$ cat src/rtl/reg_op_sequencer_pkg.sv
// Shared definitions for the register-op sequencer: downstream op codes,
// FSM state encoding and the queued command layout.
package reg_op_sequencer_pkg;

  localparam int CMD_DATA_W = 4;
  localparam int CMD_REP_W  = 3;

  // Downstream register-stage op encoding
  localparam logic [1:0] OP_HOLD = 2'd0;
  localparam logic [1:0] OP_LOAD = 2'd1;
  localparam logic [1:0] OP_SHR  = 2'd2;
  localparam logic [1:0] OP_ROL  = 2'd3;

  // Sequencer states
  typedef logic [1:0] state_t;
  localparam state_t S_IDLE  = 2'd0;
  localparam state_t S_LOAD  = 2'd1;
  localparam state_t S_ISSUE = 2'd2;
  localparam state_t S_DONE  = 2'd3;

  // One queued command at the default widths
  typedef struct packed {
    logic [1:0]            op;
    logic [CMD_DATA_W-1:0] data;
    logic [CMD_REP_W-1:0]  rep;
  } cmd_t;

endpackage

$ cat src/rtl/reg_op_sequencer_fifo.sv
// Synchronous command FIFO with occupancy count and a flush that wins over
// any same-cycle push or pop. DEPTH must be a power of two so the pointers
// wrap naturally.
module reg_op_fifo #(
  parameter int DEPTH = 4,
  parameter int W     = 9
) (
  input  logic                     clk,
  input  logic                     rst,
  input  logic                     push,
  input  logic                     pop,
  input  logic                     flush,
  input  logic [W-1:0]             wdata,
  output logic [W-1:0]             rdata,
  output logic                     full,
  output logic                     empty,
  output logic [$clog2(DEPTH):0]   level
);
  localparam int AW = $clog2(DEPTH);
  localparam logic [AW:0] FULL_LVL = (AW+1)'(DEPTH);

  logic [W-1:0]  mem_q [DEPTH];
  logic [AW-1:0] wr_q, rd_q;
  logic [AW:0]   cnt_q;
  logic          push_ok, pop_ok;

  assign full    = (cnt_q == FULL_LVL);
  assign empty   = (cnt_q == '0);
  assign level   = cnt_q;
  assign rdata   = mem_q[rd_q];
  assign push_ok = push && !full;
  assign pop_ok  = pop && !empty;

  // Storage array; written only on an accepted push
  always_ff @(posedge clk) begin
    if (push_ok && !flush) mem_q[wr_q] <= wdata;
  end

  // Pointers and occupancy; flush empties the queue outright
  always_ff @(posedge clk or negedge rst) begin
    if (!rst) begin
      wr_q  <= '0;
      rd_q  <= '0;
      cnt_q <= '0;
    end else if (flush) begin
      wr_q  <= '0;
      rd_q  <= '0;
      cnt_q <= '0;
    end else begin
      if (push_ok) wr_q <= wr_q + 1'b1;
      if (pop_ok)  rd_q <= rd_q + 1'b1;
      case ({push_ok, pop_ok})
        2'b10:   cnt_q <= cnt_q + 1'b1;
        2'b01:   cnt_q <= cnt_q - 1'b1;
        default: cnt_q <= cnt_q;
      endcase
    end
  end

endmodule

$ cat src/rtl/reg_op_sequencer.sv
// Command sequencer feeding the 4-bit shift/rotate register stage.
// Commands are queued, then on start each one is popped (LOAD, one hold
// bubble) and issued for rep+1 cycles (ISSUE); DONE pulses once at the end.
// All downstream outputs decode from registered state only.
// Optional: define REG_OP_SEQ_SHADOW_EN to add the shadow output, a local
// model of the downstream register value.
module reg_op_sequencer
  import reg_op_sequencer_pkg::*;
#(
  parameter int DEPTH  = 4,
  parameter int REP_W  = 3,
  parameter int DATA_W = 4
) (
  input  logic                   clk,
  input  logic                   rst,
  input  logic                   cmd_valid,
  output logic                   cmd_ready,
  input  logic [1:0]             cmd_op,
  input  logic [DATA_W-1:0]      cmd_data,
  input  logic [REP_W-1:0]       cmd_rep,
  input  logic                   start,
  input  logic                   abort,
  output logic [1:0]             op_reg,
  output logic [DATA_W-1:0]      sel_r,
  output logic                   busy,
  output logic                   done,
`ifdef REG_OP_SEQ_SHADOW_EN
  output logic [DATA_W-1:0]      shadow,
`endif
  output logic [$clog2(DEPTH):0] level
);
  localparam int W = 2 + DATA_W + REP_W;

  state_t            state_q, state_d;
  logic [1:0]        cur_op_q;
  logic [DATA_W-1:0] cur_data_q;
  logic [REP_W-1:0]  cnt_q;

  logic              full, empty, push, pop;
  logic [W-1:0]      head;

  // A push during abort is dropped along with the rest of the queue
  assign cmd_ready = !full;
  assign push      = cmd_valid && cmd_ready && !abort;
  assign pop       = (state_q == S_LOAD);

  reg_op_fifo #(.DEPTH(DEPTH), .W(W)) u_fifo (
    .clk   (clk),
    .rst   (rst),
    .push  (push),
    .pop   (pop),
    .flush (abort),
    .wdata ({cmd_op, cmd_data, cmd_rep}),
    .rdata (head),
    .full  (full),
    .empty (empty),
    .level (level)
  );

  // Next-state: LOAD only with work queued; an issue-time push keeps the
  // program running. abort overrides every transition.
  always_comb begin
    state_d = state_q;
    case (state_q)
      S_IDLE:  if (start) state_d = empty ? S_DONE : S_LOAD;
      S_LOAD:  state_d = S_ISSUE;
      S_ISSUE: if (cnt_q == '0) state_d = (!empty || push) ? S_LOAD : S_DONE;
      default: state_d = S_IDLE;
    endcase
    if (abort) state_d = S_IDLE;
  end

  // State register and the command currently being issued
  always_ff @(posedge clk or negedge rst) begin
    if (!rst) begin
      state_q    <= S_IDLE;
      cur_op_q   <= OP_HOLD;
      cur_data_q <= '0;
      cnt_q      <= '0;
    end else begin
      state_q <= state_d;
      if (state_q == S_LOAD) begin
        {cur_op_q, cur_data_q, cnt_q} <= head;
      end else if (state_q == S_ISSUE && cnt_q != '0) begin
        cnt_q <= cnt_q - 1'b1;
      end
    end
  end

  assign op_reg = (state_q == S_ISSUE) ? cur_op_q : OP_HOLD;
  assign sel_r  = (state_q == S_ISSUE) ? cur_data_q : '0;
  assign busy   = (state_q == S_LOAD) || (state_q == S_ISSUE);
  assign done   = (state_q == S_DONE);

`ifdef REG_OP_SEQ_SHADOW_EN
  logic [DATA_W-1:0] shadow_q;

  // Mirror of the downstream register, stepping on the same edge it does
  always_ff @(posedge clk or negedge rst) begin
    if (!rst) begin
      shadow_q <= '0;
    end else begin
      case (op_reg)
        OP_LOAD: shadow_q <= sel_r;
        OP_SHR:  shadow_q <= {1'b0, shadow_q[DATA_W-1:1]};
        OP_ROL:  shadow_q <= {shadow_q[DATA_W-2:0], shadow_q[DATA_W-1]};
        default: shadow_q <= shadow_q;
      endcase
    end
  end

  assign shadow = shadow_q;
`endif

endmodule
$ cat config.mk
export PLATFORM = sky130hd
export DESIGN_NAME = reg_op_sequencer
export DESIGN_NICKNAME = d
export VERILOG_FILES = /design/src/rtl/reg_op_sequencer_pkg.sv /design/src/rtl/reg_op_sequencer_fifo.sv /design/src/rtl/reg_op_sequencer.sv
export SDC_FILE = /design/constraint.sdc
export NUM_CORES = 1
export LEC_CHECK = 0
export CORE_ASPECT_RATIO = 1.25
export CORE_MARGIN = 10
export CORE_UTILIZATION = 35
export CTS_CLUSTER_DIAMETER = 150
export DETAILED_ROUTE_END_ITERATION = 12
export GPL_ROUTABILITY_DRIVEN = 0
export PLACE_DENSITY_LB_ADDON = 0.1
export SYNTH_ARGS = -nofsm -noshare
export SYNTH_HDL_FRONTEND = slang
export SYNTH_SLANG_ARGS = --single-unit
$ cat constraint.sdc
create_clock -name clk -period 2.5 [get_ports clk]
set_input_delay 0.25 -clock clk [delete_from_list [all_inputs] [get_ports clk]]
set_output_delay 0.25 -clock clk [all_outputs]
set_load 0.03 [all_outputs]
==> results.toml <==
[worst_setup_path]
worst-endpoint-required_ns = 2.75
setup.reg_to_reg.worst_slack_ns = 0.19
critical_path.max_fanout = 9
critPathArrivalTime_ns = 2.55
nature_of_the_critical_path_startpoint = "flop"
worstSetupEndpointType = "flop"
criticalPathCategory = "reg2reg"

[yosys]
yosysWarnings = 0
synth-compound-area-share_pct = 3.894
syn_nets = 179
yosys.area.top_type = "edfxtp_1"
yosys_register_bits = 54
synth_largest_type_area_fraction_pct = 44.86
syn-instance-count = 154
synthSimpleGateAreaFrac_pct = 9.502
biggest_area_contributors_in_the_synthesized_netlist = "edfxtp_1 (45%), dfrtp_1 (19%), mux4_2 (8.4%)"
synth.yosys.seq_area_share_pct = 63.55
netlist-cell-type-count = 34
post_synth_design_cell_area_mm2 = 0.002410
synth_xor_area_share_pct = 1.817
syn-mean-instance-area_um2 = 15.65
post_synth_fa_ha_maj_area_fraction_pct = 6.023
synth_top_family_by_area = "multiplexers"
yosys-mux-area-fraction_pct = 12.67

[pwr]
int_power_mw = 1.707
power.switching_fraction_pct = 31.77
p_leak_nw = 1.064
power.density_mw_per_mm2 = 875.5
clock_power_share_pct = 18.5
fin_total_pwr_mw = 2.502
pwr-share-comb_pct = 33.4
total_switching_power_mw = 0.7947
max-vdd-ir-drop_v = 0.0004229
power.share.sequential_pct = 48.1

[final_layout]
final_common_cell = "edfxtp_1"
insertedDiodeCount = 0
post_route_cells_drive_above_1_share_pct = 19.35
nets_finish = 210
layout.filler_cells = 602
stdcell_count = 273
total_non_filler_cell_area_in_the_finished_layout_mm2 = 0.002858
synthToLayoutAreaGrowth_pct = 18.59
mostFrequentLayoutCells = "edfxtp_1 (36), clkdlybuf4s50_1 (25), dfrtp_1 (18), ha_1 (10)"

[global_routing]
antenna_found_initial = 0
grt_overflow = 0
grt_first_pass_wirelength_um = 7376
grt_start_max_net_pins = 19
grt.total_usage_pct = 8.953
number_of_global_route_vias_before_repair = 1465

[die]
fp.coreArea_mm2 = 0.006648
initial_core_util_pct = 36.25
floorplan.die_area_mm2 = 0.01062
die_h_um = 112.8
floorplan.io_pins = 26
std_cell_rows = 33
die_x_um = 94.22

[flow_run]
max_cap_viol_count = 0

[sta]
setup_viol_count_final = 0
achievable-frequency_mhz = 433.4
clock-skew-final_ns = 0.008963
setup-tns-final_ns = 0
slew_headroom_pct = 41.23
final_critical_path_time_including_i_o_delays_and_setup_ns = 2.308
rsz_0062_raised_after_global_routing = "false"
fin_crit_sh_pct = 92.30
hold_viol = 0
maxSlewViolCount = 0
pin_slew_with_the_least_headroom_to_its_limit_ns = 0.8789
fin_worst_hold_slack_ns = 0.4372

[cts]
clock-root-buffer = "clkbuf_8"
cts_inserted_buffers = 5
cts_num_sinks = 54
number_of_h_tree_levels = 2
postCtsHoldBufs = 0
clk_pin_slew_ns = 0.10
ctsResizeCount = 0
clock_tree_from_tritoncts = "done"
clk-insertion-delay-late_ns = 0.30
number_of_setup_buffers_added_after_cts = 0
cts.path.max_buffers = 2

[detailed_routing]
detailroute.via_count = 1292
ant_nets = 0
drt_first_pass_iters = 4
drt_drc_violations_left = 0
vias_per_cell = 4.733
drt_first_iter_violations = 93
postRouteWirelength_um = 4438
wl_per_cell_um = 16.26

[placed_design]
dp.cells = 265
io_buffers = 25
placed_cell_area_mm2 = 0.002771
post-dp-hpwl_um = 3224

[worst_hold_path]
holdCritPathClass = "in2async"

[run_status]
status = "finished clean"
routing by layer:
layer | part of all wire [%] | global-route usage (%)
met5 | 0 | 0
met4 | 1.0 | 2.944
met3 | 4.4 | 2.646
met2 | 52 | 15.32
met1 | 43 | 10.34
power by group through the flow:
stage / Clock (mW) / Combinational (mW) / Sequential, mW
floorplan: 0 / 0.593 / 1.20
global placement: 0 / 0.810 / 1.22
detailed placement: 0 / 0.847 / 1.23
CTS: 0.485 / 0.851 / 1.21
global route: 0.524 / 0.927 / 1.23
finish: 0.463 / 0.835 / 1.20
kinds of logic (layout without fill, tap and decap cells):
family                     Yosys count  count (layout)
xor gates and xnor gates             5               5
and+or+nand+nor                     39              39
buffers and inverters               14              46
adders and majority gates           11              11
muxes                               18              18
DFF                                 54              54
AOI/OAI and AO/OA                   13              13
critical path, cell delays in order, from the launching register on:
cell     delay [ns]
dfrtp_1        0.47
or3b_1         0.55
a21oi_4        0.25
fa_1           0.28
or3b_2         0.46
mux2i_1        0.13
a211o_1        0.10
area by class of cell:
class                      instances  area [um^2]  area share [%]
sequential                        54         1531           53.59
clock buffer                       6        72.57           2.539
timing repair buffer              29        280.3           9.807
clock inverter                     2        13.76          0.4816
multi-input combinational         86        817.0           28.59
tap                               87        108.9           3.809
inverter                           9        33.78           1.182
final timing paths:
kind / from / to / cells after the start
worst min-delay path: rst / cur_op_q[0] / 1
max in group asynchronous: rst / u_fifo.wr_q[0] / 1
worst max register to register: u_fifo.level[0] / u_fifo.level[2] / 6
worst min register to register: cur_op_q[0] / cur_op_q[0] / 1
worst max-delay path: u_fifo.level[0] / u_fifo.level[2] / 6
min in group clk: cur_op_q[0] / cur_op_q[0] / 1
synthesized netlist by cell type, drive strengths merged:
master  count
edfxtp     36
dfrtp      18
ha         10
inv         9
mux4        9
nor2        8
and2        7
mux2        7
nand2       6
a21oi       5
and3        4
o21ai       4
xnor2       4
clkbuf      3
nand2b      3
nor2b       3
a211o       2
buf         2
mux2i       2
nand3b      2
nor3        2
o31ai       2
or3b        2
fa          1
nand3       1
nor4b       1
xor2        1
metrics by stage:
stage	setup WS (ns)	utilization, %
after detailed placement	0.1948	41.69
after global routing	0.02584	42.99
final	0.1925	42.99
after CTS	0.1739	42.99
after global placement	0.3038	41.69
after floorplan	0.2154	-
registers in the layout (all words and copies together), names as in the netlist:
name          count
cur_op_q          2
u_fifo.mem_q     36
cnt_q             3
u_fifo.wr_q       2
u_fifo.level      3
u_fifo.rd_q       2
state_q           2
cur_data_q        4
Note: power is estimated with default switching activity, not from simulation.
